**src/rtl/regfile_dump_unit.sv**
```systemverilog
// Debug read-out engine: walks register indices FIRST_REG..LAST_REG over a
// register-file read port and streams each captured value on a valid/ready port.
module regfile_dump_unit #(
  parameter logic [4:0] FIRST_REG = 5'd0,
  parameter logic [4:0] LAST_REG  = 5'd31
) (
  input  logic        clk,
  input  logic        rst,
  input  logic        start,
  input  logic        abort,
  output logic [4:0]  RdAddr,
  input  logic [31:0] RdData,
  output logic        out_valid,
  input  logic        out_ready,
  output logic [31:0] out_data,
  output logic [4:0]  out_idx,
  output logic        out_last,
  output logic        busy,
  output logic        done
);

  typedef enum logic [1:0] {IDLE, READ, SEND, DONE} state_t;

  state_t      state;
  state_t      state_next;
  logic [4:0]  ptr;
  logic        hs;

  // Valid/ready: a word transfers on any posedge where out_valid && out_ready;
  // out_data/out_idx/out_last are held stable while out_valid && !out_ready.
  assign hs = out_valid && out_ready;

  always_ff @(posedge clk) begin
    if (rst) begin
      state     <= IDLE;
      ptr       <= 5'd0;
      out_valid <= 1'b0;
      out_data  <= 32'd0;
      out_idx   <= 5'd0;
      out_last  <= 1'b0;
    end else begin
      state <= state_next;
      case (state)
        IDLE: begin
          if (start && !abort) ptr <= FIRST_REG;
        end
        READ: begin
          if (!abort) begin
            out_data  <= RdData;
            out_idx   <= ptr;
            out_last  <= (ptr == LAST_REG);
            out_valid <= 1'b1;
          end
        end
        SEND: begin
          // abort wins over a same-cycle handshake; ptr stops at LAST_REG
          if (abort) begin
            out_valid <= 1'b0;
          end else if (hs) begin
            out_valid <= 1'b0;
            if (!out_last) ptr <= ptr + 5'd1;
          end
        end
        default: ;
      endcase
    end
  end

  always_comb begin
    state_next = state;
    case (state)
      IDLE: if (start && !abort) state_next = READ;
      READ: state_next = abort ? IDLE : SEND;
      SEND: begin
        if (abort)         state_next = IDLE;
        else if (hs)       state_next = out_last ? DONE : READ;
      end
      DONE: state_next = IDLE;
      default: state_next = IDLE;
    endcase
  end

  always_comb begin
    RdAddr = 5'd0;
    busy   = 1'b0;
    done   = 1'b0;
    case (state)
      READ: begin
        RdAddr = ptr;
        busy   = 1'b1;
      end
      SEND: busy = 1'b1;
      DONE: done = 1'b1;
      default: ;
    endcase
  end

endmodule

```
**config.mk**
```make
export PLATFORM = sky130hd
export DESIGN_NAME = regfile_dump_unit
export DESIGN_NICKNAME = d
export VERILOG_FILES = /design/src/rtl/regfile_dump_unit.sv
export SDC_FILE = /design/constraint.sdc
export NUM_CORES = 1
export LEC_CHECK = 0
export CORE_MARGIN = 4
export CORE_UTILIZATION = 45
export CTS_CLUSTER_SIZE = 12
export DETAILED_ROUTE_END_ITERATION = 7
export PLACE_DENSITY = 0.95
export RECOVER_POWER = 25
export SLEW_MARGIN = 0
export SYNTH_ARGS = -nofsm -noshare
export SYNTH_HDL_FRONTEND = slang
export SYNTH_SLANG_ARGS = --single-unit
```
**constraint.sdc**
```tcl
create_clock -name clk -period 2.8 [get_ports clk]
set_input_delay 0.42 -clock clk [delete_from_list [all_inputs] [get_ports clk]]
set_output_delay 0.42 -clock clk [all_outputs]
set_load 0.1 [all_outputs]
```
## Yosys cells after proc, flatten, opt, wreduce, memory -nomap -nowiden

Index checks and enable logic that the tools add are counted.
Widths: inputs -> output; s select.

- Logic and storage cells: 47
- Output and inout port bits: 46
- Register bits after elaboration: 46
- Bits of input ports: 37

- Multiplexer cells: 18
- Equal/unequal tests: 10
- Add/subtract/negate cells: 1
- Bitwise gates (word level): 1
- Reduce and logical (&&, ||, !) cells: 11

Operators with widths:

| operator | count |
|---|---|
| $mux 5 | 5 |
| $mux 2 | 5 |
| $ne 2x2->1 const B | 5 |
| $pmux 5 s2 | 1 |
| $pmux 2 s4 | 1 |
| $add 5x1->5 const B | 1 |
| $eq 5x5->1 const B | 1 |
| $mux 1 | 5 |
| $reduce_and 5->1 | 1 |
| $eq 2x2->1 const B | 2 |
| $reduce_and 2->1 | 2 |
| $reduce_bool 2->1 | 2 |
| $ne 3x3->1 const B | 1 |
| $reduce_and 3->1 | 1 |
| $eq 2x1->1 const B | 1 |
| $logic_and 1x1->1 | 2 |
| $logic_not 2->1 | 1 |
| $pmux 1 s2 | 1 |
| $reduce_or 2->1 | 1 |
| $logic_not 1->1 | 1 |
| $not 1->1 | 1 |

## Logic depth before layout (Yosys ltp)

- Word-level depth: 5
- Gate-level depth with buffers: 8
- Mapped depth without buffers: 6

## Least setup slack after synthesis

Ideal clock, no wire load.

- Path kind: register -> output
- Start: register state[1]
- End: output port RdAddr[0]
- Cell stages (with the launch flop): 5
- Path slack: 908 ps
- Data arrival time: 1472 ps
- Data required time: 2380 ps
- Path buffers: 1
- Cells stage by stage: dfxtp_1 > inv_1 > ha_1 > buf_2 > and2_1

- Word-level cells in the longest chain between the ends: 2

RTL lines:

| item | line | text |
|---|---|---|
| from (decl) | 24 | `state_t state;` |
| from (signal assigned) | 42 | `state <= state_next;` |
| $eq 2x1->1 | 87 | `case (state)` |
| $mux 5 | 87 |  |
| to (decl) | 11 | `output logic [4:0] RdAddr,` |

No other way between the ends.

## Worst setup path in the final report

- Start: register state[1]
- End: output port RdAddr[1]

Same word-level chain as after synthesis.

==> run metrics <==
FF-to-FF Start=state[1]; CP Capture Type=primary output; Die X-Extent=73.1 microns; final period utilization=0.726; average routed wire per standard cell=around 14 microns; worst hold start=out_idx[1]; Iter 0 DRT Violations=92; number of antenna diodes=0; CTS Buf Count=5; RSZ-0062 raised after global routing=false; layout cells sized above 1=0.136; Synth Flop Type=dfxtp_1; share of the synthesized area in the top cell type=0.482; register area share after synthesis=0.482; vias in the first global route=roughly 1800; slew margin rel.=0.200; Mapped Area=roughly 1900 sq um; power density cells=between 600 and 700 nW/um^2; Worst VDD drop=between 0.2 and 0.3 mV; post-synthesis cell count=between 200 and 250; Post-Syn Nets=281; Async SR Flop Fraction=0; Hold Violations, Final=0; worst path cell trace=inv_1 -> ha_1 -> and2_1 -> buf_4; Max H-tree Level=2; Slew Viols, Final=0; All-Layer GR Usage=0.192; Antenna Violating Nets Remaining=0; outcome=completed; Yosys top cell by area=dfxtp_1; initial core utilization=0.471; CTS Hold Buffers Added=0; clk sink count=46; Top Ports=between 80 and 90; Critical Path Source=state[1]; CTS tree=yes; clk slew on worst S/H paths=roughly 0.090 ns; critical path class=register to primary output; TNS Setup=0 ns; Mean Syn Cell Area=8.06 sq um; Final nets=between 300 and 400; dpl hpwl=between 3000 and 4000 microns; Max FO, Critical Path=11; final core occ=0.656; Slew @ Worst Pin=between 1 and 1.5 ns; Final setup violation count=0; WP data required=2.38 ns; worst path arrival time=1.61 ns; Post-CTS Setup Repair Bufs=0; drt total wl=just over 5000 microns; Filler cells=approximately 340; via count=around 1900; initial antenna violation count=0; drt first pass iters=4; largest net degree at the start of global routing=48; Synth-to-Final Area Change=39.3%; Startpoint Class=register; internal reg-to-reg setup slack=a little under 0.9 ns; Worst path slowest cell=ha_1; buffers added on ports=82; post-synthesis cell type count=33; RePlAce Congestion=between 0.7 and 0.8; global-route wire length before repair=8090 microns; Clock Path Buffers=2; count of standard-cell rows=23; #FFs+latches synth=46; DR DRC count=0; Core Footprint=between 4000 and 5000 sq um; Clock Latency Late Sink=0.29 ns; grt ovf=0; maxcap violations=0; worst hold-check path type=register to register; top cells by area, synth=dfxtp_1, nand2_1, a21oi_1; cell depth of the worst flop-to-flop path=6; number of flops mapped to enable cells by yosys=0; fmax=just under 500 MHz; CP peak stage delay=0.38 ns; Static Leak=about 0.00099 uW; die height=roughly 73 microns; via-per-instance ratio=between 5 and 6; Worst R2R End=out_data[12]; Resize count post-CTS=0; skew final=0.00790 ns; CP endpoint=RdAddr[1]; root buffer cell=clkbuf_8; min Tclk post-route=2.03 ns; Syn. warnings=0; die area=~5300 sq um
## worst min-delay path by stage
stage                  end  slack, ns  cells after the start
6_report        out_idx[1]       0.46                      2
5_1_grt        out_data[4]       0.48                      2
4_1_cts        out_data[4]       0.46                      2
3_5_place_dp   out_data[4]       0.45                      2
3_3_place_gp   out_data[6]       0.44                      2
2_1_floorplan   out_idx[4]       0.46                      2
## Yosys cell counts, drive strengths merged, types with 2 or more instances
cell type and n:
a21oi 47, nand2b 7, nand3 5, nor3 2, a2111oi 2, inv 4, and2 6, nand2 79
clkbuf 6, dfxtp 46, buf 8, nor2 3, ha 7
## layout by cell type (no fill, tap or decap), types with 2 or more instances in the layout
master,Yosys,final
nand2_1,79,79
a21oi_1,47,47
dfxtp_1,46,46
clkdlybuf4s50_1,0,35
buf_4,2,25
clkbuf_1,6,23
ha_1,7,7
clkbuf_8,0,7
and2_1,6,6
nand2b_1,5,5
nand3_1,5,5
inv_1,4,4
nor2_1,3,3
nor3_1,2,2
## per-layer routing
layer | part of all wire | wire [microns] | vias to the layer above | track usage
met5 | 0 | 0 | - | 0
met4 | 0.0079 | 40 | 0 | 0.0471
met3 | 0.099 | 497 | 6 | 0.0675
met2 | 0.47 | 2360 | 72 | 0.325
met1 | 0.43 | 2140 | 861 | 0.231
li1 | - | - | 944 | -
## report_power, final
group | internal, uW | switching (uW) | total [uW]
logic | 125 | 351 | 476
registers | 686 | 20.7 | 706
clock network | 226 | 221 | 447
## worst max-delay path, delay by kind of cell (launching register included)
family,cells,cell delay (ns)
AND/OR/NAND/NOR,1,0.19
flip-flops,1,0.35
adder cells (fa/ha/maj),1,0.38
buffers and inverters,2,0.40
## state kept, by name (all words and copies together), names as in the netlist
name       cells
out_idx        5
ptr            5
out_last       1
out_data      32
out_valid      1
state          2
## through the flow
step	std cells	total power [uW]	setup WS, ns	area [sq um]	hold WS (ns)
finish	366	1630	0.767	2660	0.456
global placement	358	1200	0.772	2640	0.442
CTS	366	1660	0.777	2750	0.460
global route	366	1700	0.677	2660	0.482
floorplan	237	1080	0.908	1910	0.458
detailed placement	358	1210	0.673	2640	0.448
## cells by family (layout without fill, tap and decap cells)
| logic type | count (synthesis) | after routing | share of synthesized area |
|---|---|---|---|
| simple gates | 108 | 108 | 0.248 |
| fa+ha+maj | 7 | 7 | 0.0459 |
| compound gates | 58 | 58 | 0.181 |
| flops | 46 | 46 | 0.482 |
| buf+inv | 18 | 97 | 0.0426 |
## final cells by class
class	count	area (sq um)	area share
flip-flops and latches	46	921	0.346
clock buffers	7	96.3	0.0362
clock inverters	1	8.76	0.00329
repair buffers	85	649	0.244
well taps	50	62.6	0.0235
multi-input cells	173	907	0.341
inverters	4	15.0	0.00564
(Power assumes the default switching activity.)
==> edit: new RTL, config.mk and constraints unchanged <==
Re-encode `state_t` (4 states) as one-hot, 4 bits wide.
--- a/src/rtl/regfile_dump_unit.sv
+++ b/src/rtl/regfile_dump_unit.sv
@@ -20,5 +20,5 @@
 );
 
-  typedef enum logic [1:0] {IDLE, READ, SEND, DONE} state_t;
+  typedef enum logic [3:0] {IDLE = 4'b0001, READ = 4'b0010, SEND = 4'b0100, DONE = 4'b1000} state_t;
 
   state_t      state;
Check against the original RTL: same outputs for any inputs over 10 cycles, from zero or initial values and one cycle with rst high; not proved beyond that.
==> edit against the original RTL <==
  * Global-route usage fell by 1.2 points
  * Wire length fell by 5.2%
  * First-iteration DRC count rose by 29%
  * Sequential cell count rose by 2
  * Synthesized cell count rose by 0.84%
  * Sequential power rose by 2%
  * Worst setup slack got worse by 230 ps
  * Total power fell by 15%
  * Worst hold slack got worse by 1.8 ps
  * Synthesized area rose by 0.66%
  * Final area fell by 0.28%
  * Combinational power fell by 47%
  * Die area rose by 0.59%
==> edit: results (changes against the original RTL) <==
crit_family: "simple AND/OR/NAND/NOR gates"
worst_pin_slew_ps: 1210  # +7.52 ps
vdd_ir_drop_max_uv: 392  # +49%
ys_types: 34  # +3.0%
place.gp.congestion: 0.853  # +8.1%
slowest_stage: "or4b_4"
synthAdderAreaFrac_pct: 1.30  # -3.3 points
grtUsageTotal_pct: 18.0  # -1.2 points
cp.arrival_ps: 1840  # +230 ps
first_iter_violations: 119  # +29%
grt_pass1_wl_mm: 7.67  # -5.2%
synth.area.top_cells: "dfxtp_1 50%, nand2_1 15%, a21oi_1 12%, and2_1 2.0%, clkbuf_1 2.0%"
dp_hpwl_mm: 3.37  # -8.9%
r2r-start: "state[2]"
synth_nets: 278  # -1.1%
critPathMaxFanout: 9  # -2
critPathMaxStageDelay_ps: 550  # +170 ps
grt_pass1_vias: 1715  # -5.4%
r2r_cells: 4  # -2
grt_max_degree: 40  # -17%
final_nets: 354  # -1.4%
finish.utilization_pct: 65.4  # -0.19 points
worstHoldStart: "out_data[21]"
post_drt_via_cell_ratio: 5.13  # -0.37%
leakage_nw: 0.950  # -3.9%
place_ws_ps: 437  # -235 ps
drive_above_1_share_pct: 12.0  # -1.6 points
wire_per_inst_um: 13.1  # -5.2%
synth_compound_gate_area_share_pct: 16.1  # -2.0 points
status: "finished clean"
synth.top_cells.by_count: "77 x nand2_1, 48 x dfxtp_1, 46 x a21oi_1"
-- edit: cell type report --
type,instances,area share (%)
tap,50,2.36
timing repair buffer,86,24.5
sequential,48,36.2
multi-input combinational,174,33.5
clock buffer,8,3.40
-- edit: worst min-delay path, stage by stage, from the launching register on --
cell and delay, ps:
dfxtp_1 310, nand2_1 50, a21oi_1 50
-- edit: metal layers --
metal | vias to the layer above | global-route usage, % | wire [um]
li1 | 951 | - | -
met1 | 858 | 19.5 | 1870
met2 | 58 | 31.5 | 2430
met3 | 9 | 7.25 | 410
met4 | 0 | 6.64 | 73
met5 | - | 0 | 0
-- edit: final timing paths --
kind | end | slack (ps)
setup / recovery | busy | 540
hold / removal | out_data[21] | 450
hold reg to reg | out_data[21] | 450
setup reg to reg | ptr[0] | 890
-- edit: cells by family after synthesis --
group / Yosys count
AO/OA/AOI/OAI: 58
flip-flops: 48
XOR/XNOR: 1
buffers and inverters: 17
adder cells (fa/ha/maj): 2
AND/OR/NAND/NOR: 113
-- edit: metrics by stage --
step,hold WS [ps],std cells
2_1_floorplan,454,239
3_3_place_gp,442,358
3_5_place_dp,447,358
4_1_cts,458,366
5_1_grt,468,366
6_report,455,366
-- edit: power breakdown --
part           total, mW  switching, mW  internal [mW]
registers          0.721         0.0224          0.698
logic              0.254          0.163         0.0917
clock network      0.417          0.215          0.202
